$ cat config.mk
export PLATFORM = sky130hd
export DESIGN_NAME = timer_mux_display
export DESIGN_NICKNAME = d
export VERILOG_FILES = /design/src/rtl/timer_mux_display.sv
export SDC_FILE = /design/constraint.sdc
export NUM_CORES = 1
export LEC_CHECK = 0
export ABC_AREA = 1
export ABC_CLOCK_PERIOD_IN_PS = 2680
export BUFFER_PORTS_ARGS = -buffer_cell sky130_fd_sc_hd__buf_2
export CAP_MARGIN = 10
export CORE_MARGIN = 5
export CORE_UTILIZATION = 45
export DETAILED_ROUTE_END_ITERATION = 8
export SETUP_SLACK_MARGIN = 0.05
export SLEW_MARGIN = 30
export SYNTH_ARGS = -nofsm -noshare
export SYNTH_HDL_FRONTEND = slang
export SYNTH_SLANG_ARGS = --single-unit
$ cat constraint.sdc
create_clock -name clk -period 2.68 [get_ports clk]
set_clock_uncertainty 0.2 [all_clocks]
set_input_delay 0.134 -clock clk [delete_from_list [all_inputs] [get_ports clk]]
set_output_delay 0.134 -clock clk [all_outputs]
set_load 0.05 [all_outputs]
$ cat src/rtl/timer_mux_display.sv
// BCD hours/minutes/seconds timer with up/down counting, load/clear control,
// countdown expiry flag and a time-multiplexed seven-segment digit scan.
module timer_mux_display #(
   parameter int DIGITS   = 6,
   parameter int TICK_DIV = 50000000,
   parameter int SCAN_DIV = 50000
) (
   input  logic              clk,
   input  logic              rst,
   input  logic              start,
   input  logic              stop,
   input  logic              clear,
   input  logic              down,
   input  logic              load,
   input  logic [4:0]        load_h,
   input  logic [5:0]        load_m,
   input  logic [5:0]        load_s,
   output logic [7:0]        number,
   output logic [DIGITS-1:0] digit_block,
   output logic              expired
);

   localparam int PRE_W  = $clog2(TICK_DIV);
   localparam int SCAN_W = (SCAN_DIV > 1) ? $clog2(SCAN_DIV) : 1;
   localparam int IDX_W  = $clog2(DIGITS);

   localparam logic [PRE_W-1:0]  PRE_MAX  = PRE_W'(TICK_DIV - 1);
   localparam logic [SCAN_W-1:0] SCAN_MAX = SCAN_W'(SCAN_DIV - 1);
   localparam logic [IDX_W-1:0]  IDX_MAX  = IDX_W'(DIGITS - 1);

   localparam logic [7:0] NUMBER_0 = 8'hC0;
   localparam logic [7:0] NUMBER_1 = 8'hF9;
   localparam logic [7:0] NUMBER_2 = 8'hA4;
   localparam logic [7:0] NUMBER_3 = 8'hB0;
   localparam logic [7:0] NUMBER_4 = 8'h99;
   localparam logic [7:0] NUMBER_5 = 8'h92;
   localparam logic [7:0] NUMBER_6 = 8'h82;
   localparam logic [7:0] NUMBER_7 = 8'hF8;
   localparam logic [7:0] NUMBER_8 = 8'h80;
   localparam logic [7:0] NUMBER_9 = 8'h90;

   logic [3:0]        s0, s1, m0, m1, h0, h1;
   logic [3:0]        u_s0, u_s1, u_m0, u_m1, u_h0, u_h1;
   logic [3:0]        d_s0, d_s1, d_m0, d_m1, d_h0, d_h1;
   logic              running;
   logic [PRE_W-1:0]  prescaler;
   logic [SCAN_W-1:0] scan_cnt;
   logic [IDX_W-1:0]  scan_idx;
   logic              tick, is_zero, dn_zero;
   logic [7:0]        bcd_h, bcd_m, bcd_s;
   logic [3:0]        cur;

   function automatic logic [7:0] to_bcd(input logic [5:0] v);
      logic [5:0] t, u;
      t = v / 6'd10;
      u = v % 6'd10;
      return {t[3:0], u[3:0]};
   endfunction

   function automatic logic [7:0] seg(input logic [3:0] d);
      case (d)
         4'd1:    return NUMBER_1;
         4'd2:    return NUMBER_2;
         4'd3:    return NUMBER_3;
         4'd4:    return NUMBER_4;
         4'd5:    return NUMBER_5;
         4'd6:    return NUMBER_6;
         4'd7:    return NUMBER_7;
         4'd8:    return NUMBER_8;
         4'd9:    return NUMBER_9;
         default: return NUMBER_0;
      endcase
   endfunction

   assign tick    = running && (prescaler == PRE_MAX);
   assign is_zero = ({h1, h0, m1, m0, s1, s0} == 24'd0);
   assign dn_zero = ({d_h1, d_h0, d_m1, d_m0, d_s1, d_s0} == 24'd0);

   // Out-of-range or undisplayed fields load as zero.
   always_comb begin
      bcd_s = (load_s < 6'd60) ? to_bcd(load_s) : 8'd0;
      bcd_m = (DIGITS >= 4 && load_m < 6'd60) ? to_bcd(load_m) : 8'd0;
      bcd_h = (DIGITS >= 6 && load_h < 5'd24) ? to_bcd({1'b0, load_h}) : 8'd0;
   end

   // Increment with carry; the carry out of the top displayed field wraps to zero.
   always_comb begin
      {u_h1, u_h0, u_m1, u_m0, u_s1, u_s0} = {h1, h0, m1, m0, s1, s0};
      if (s0 != 4'd9) u_s0 = s0 + 4'd1;
      else begin
         u_s0 = 4'd0;
         if (s1 != 4'd5) u_s1 = s1 + 4'd1;
         else begin
            u_s1 = 4'd0;
            if (DIGITS > 2) begin
               if (m0 != 4'd9) u_m0 = m0 + 4'd1;
               else begin
                  u_m0 = 4'd0;
                  if (m1 != 4'd5) u_m1 = m1 + 4'd1;
                  else begin
                     u_m1 = 4'd0;
                     if (DIGITS > 4) begin
                        if (h1 == 4'd2 && h0 == 4'd3) begin
                           u_h1 = 4'd0;
                           u_h0 = 4'd0;
                        end else if (h0 == 4'd9) begin
                           u_h0 = 4'd0;
                           u_h1 = h1 + 4'd1;
                        end else u_h0 = h0 + 4'd1;
                     end
                  end
               end
            end
         end
      end
   end

   // Decrement with borrow; only used while the count is non-zero.
   always_comb begin
      {d_h1, d_h0, d_m1, d_m0, d_s1, d_s0} = {h1, h0, m1, m0, s1, s0};
      if (s0 != 4'd0) d_s0 = s0 - 4'd1;
      else begin
         d_s0 = 4'd9;
         if (s1 != 4'd0) d_s1 = s1 - 4'd1;
         else begin
            d_s1 = 4'd5;
            if (m0 != 4'd0) d_m0 = m0 - 4'd1;
            else begin
               d_m0 = 4'd9;
               if (m1 != 4'd0) d_m1 = m1 - 4'd1;
               else begin
                  d_m1 = 4'd5;
                  if (h0 != 4'd0) d_h0 = h0 - 4'd1;
                  else begin
                     d_h0 = 4'd9;
                     d_h1 = h1 - 4'd1;
                  end
               end
            end
         end
      end
   end

   always_ff @(posedge clk or posedge rst) begin
      if (rst) begin
         {h1, h0, m1, m0, s1, s0} <= '0;
         running   <= 1'b0;
         expired   <= 1'b0;
         prescaler <= '0;
      end else if (clear) begin
         {h1, h0, m1, m0, s1, s0} <= '0;
         running   <= 1'b0;
         expired   <= 1'b0;
         prescaler <= '0;
      end else if (load) begin
         {h1, h0, m1, m0, s1, s0} <= {bcd_h, bcd_m, bcd_s};
         running   <= 1'b0;
         expired   <= 1'b0;
         prescaler <= '0;
      end else if (stop) begin
         running <= 1'b0;
      end else if (start && !running && !(down && is_zero)) begin
         running   <= 1'b1;
         expired   <= 1'b0;
         prescaler <= '0;
      end else if (running) begin
         if (tick) begin
            prescaler <= '0;
            if (down) begin
               // A countdown that hits (or sits at) zero stops and flags expiry.
               if (is_zero) begin
                  running <= 1'b0;
                  expired <= 1'b1;
               end else begin
                  {h1, h0, m1, m0, s1, s0} <= {d_h1, d_h0, d_m1, d_m0, d_s1, d_s0};
                  if (dn_zero) begin
                     running <= 1'b0;
                     expired <= 1'b1;
                  end
               end
            end else begin
               {h1, h0, m1, m0, s1, s0} <= {u_h1, u_h0, u_m1, u_m0, u_s1, u_s0};
            end
         end else begin
            prescaler <= prescaler + 1'b1;
         end
      end
   end

   always_ff @(posedge clk or posedge rst) begin
      if (rst) begin
         scan_cnt <= '0;
         scan_idx <= '0;
      end else if (scan_cnt == SCAN_MAX) begin
         scan_cnt <= '0;
         scan_idx <= (scan_idx == IDX_MAX) ? '0 : scan_idx + 1'b1;
      end else begin
         scan_cnt <= scan_cnt + 1'b1;
      end
   end

   always_comb begin
      case (3'(scan_idx))
         3'd1:    cur = s1;
         3'd2:    cur = m0;
         3'd3:    cur = m1;
         3'd4:    cur = h0;
         3'd5:    cur = h1;
         default: cur = s0;
      endcase
   end

   assign number      = seg(cur);
   assign digit_block = {{(DIGITS-1){1'b0}}, 1'b1} << scan_idx;

endmodule

==> results.cfg <==
[place]
place_ws_ns = 0.105
dp_hpwl_um = 13600
portBuffers = 37
gp_congestion = 0.944

[clocking]
cts_tree = done
htree_num_levels = 3
clkTransAtPathRegs_ns = 0.06
cts_made_buffers = 9
clockBufferDepth = 2
clockRootBuffer = clkbuf_16
clkLatencyLatePin_ns = 0.35
cts_sinks = 71

[grt]
grt_overflow = 0
grtUsageTotal = 0.224
grt_max_degree = 38
grt_pass1_vias = 6018
grt_pass1_wl_um = 29700
antenna_found_initial = 0

[yosys]
synth_nets = 971
ys_seq_area_frac = 0.285
ys_ff_latch = 71
yosysWarnings = 0
synth.top_cell.area_share = 0.285
synth_common_cells = nand2_1 (198), inv_1 (119), nor2_1 (94)
avgSynthCellArea_um2 = 6.84
synth_edf_count = 0
synth.most_common_cell = nand2_1
syn_area_mm2 = 0.00624
synth_area_leaders = dfrtp_1 (28%), nand2_1 (12%), inv_1 (7.2%), ha_1 (6.8%), nand3_1 (6.0%)
async_flop_share = 1.00
syn_inst = 913
synthFlopType = dfrtp_1
synth_top_area_cell = dfrtp_1
ys_types = 57

[die]
dieArea_mm2 = 0.0163
rows = 43
initial_core_util = 0.455
core_area_mm2 = 0.0137
ios = 39
fp.dieH_um = 128
die_width_um = 128

[layout]
syn_to_final_growth_pct = 19.4
diodes = 0
drive_gt1_frac = 0.188
multi_input_area_mm2 = 0.00404
nNetsFinal = 1051
fin_util = 0.543
nFillCells = 1335
regArea_mm2 = 0.00178

[timing]
finalHoldViolCount = 0
maxSlewHeadroom = 0.527
min_period_ns = 2.56
fin_crit_sh = 0.954
rsz0062_at_grt = yes
slew_violations = 0
hold_ws_ns = 0.0438
worst_pin_slew_ns = 0.710
fmax_mhz = 391
layout_setup_ws_ns = 0.123
fin_setup_tns_ns = 0
final-setup-viol-count = 0

[routing]
drt-total-wl_um = 18000
drt-vias-per-instance = 5.36
via_count = 6319
antenna_left = 0
first_pass_iters = 5
wl_per_cell_um = 15.3
drt-initial-drc-count = 503
drc = 0

[pwr]
ir_worst_vdd_mv = 0.279
p_leak_nw = 3.52
cellPowerDensity_mw_per_mm2 = 508
power_w = 0.00379

[status]
status = complete, no violations

[critical_path]
startpoint_type = flip-flop
arrival_ns = 2.22
critPathRequiredTime_ns = 2.35
critPathKind = flip-flop to primary output
cp_max_fo = 6
reg2reg_slack_ns = 0.22
crit_path_end_kind = primary output

[flow_run]
drv_cap = 0

[worst_hold_path]
hp-class = primary input to flip-flop
[state kept, by name, summed over array words and instances (netlist names)]
register   cells
prescaler     26
scan_cnt      16
h0             4
h1             4
m0             4
m1             4
s0             4
s1             4
scan_idx       3
expired        1
running        1
[worst max-delay path: stages (launching register included)]
cell and delay [ns]:
dfrtp_2 0.44, inv_1 0.08, nand3_1 0.13, inv_2 0.09
a221oi_2 0.25, nand2_1 0.09, o21ai_2 0.10, inv_2 0.09
ha_1 0.22, o21ai_2 0.17, a21oi_2 0.04, buf_4 0.18
[final timing paths]
kind	depth (start not counted)	from	endpoint
min in group asynchronous	3	rst	prescaler[19]
worst min register to register	1	scan_cnt[0]	scan_cnt[0]
worst min-delay path	5	load_m[0]	m0[0]
worst max register to register	15	m0[1]	h1[1]
max in group asynchronous	4	rst	scan_idx[1]
worst max-delay path	11	scan_idx[2]	number[3]
[cell families after synthesis]
group,synth area share
adders and majority gates,0.0681
xor gates and xnor gates,0.0379
buffers and inverters,0.0974
and+or+nand+nor,0.352
other,0.000601
AOI/OAI and AO/OA,0.159
DFF,0.285
[layout by cell type, fill, tap and decap left out, types with 11 or more instances in the layout]
cell,count
a21oi_1,50
buf_2,32
buf_4,41
dfrtp_1,67
ha_1,29
inv_1,111
inv_2,11
nand2_1,193
nand3_1,71
nand4_1,27
nor2_1,87
nor2_2,12
nor3_1,25
o21ai_0,57
xor2_1,20
[cell type report]
cell class,instances,area share
multi-input combinational,698,0.542
sequential,71,0.239
timing repair buffer,88,0.0871
inverter,125,0.0638
clock buffer,10,0.0321
tap,180,0.0302
clock inverter,6,0.00604
[what timing repair did]
action	in CTS	in global routing
buffers inserted	1	7
gates resized for setup	18	40
hold buffers	8	0
hold endpoints to repair	42	0
cloned	0	1
endpoints found under the setup margin	7	37
pin swaps	0	7
[per-layer routing]
| layer | share of wire | up-vias | track usage |
|---|---|---|---|
| met3 | 0.058 | 21 | 0.0346 |
| li1 | - | 3218 | - |
| met4 | 0.014 | 0 | 0.0618 |
| met2 | 0.46 | 174 | 0.360 |
| met1 | 0.47 | 2906 | 0.312 |
| met5 | 0 | - | 0 |
[stage by stage]
step           std cells  area [um2]
2_1_floorplan        913        6260
3_3_place_gp        1145        6830
3_5_place_dp        1145        6830
4_1_cts             1170        7240
5_1_grt             1178        7460
6_report            1178        7460
[power breakdown]
| group | total, W | switching, W | internal, W |
|---|---|---|---|
| registers | 0.00119 | 0.0000640 | 0.00112 |
| clock network | 0.00118 | 0.000527 | 0.000657 |
| logic | 0.00142 | 0.000905 | 0.000512 |
Power figures use the tool's default switching activity.
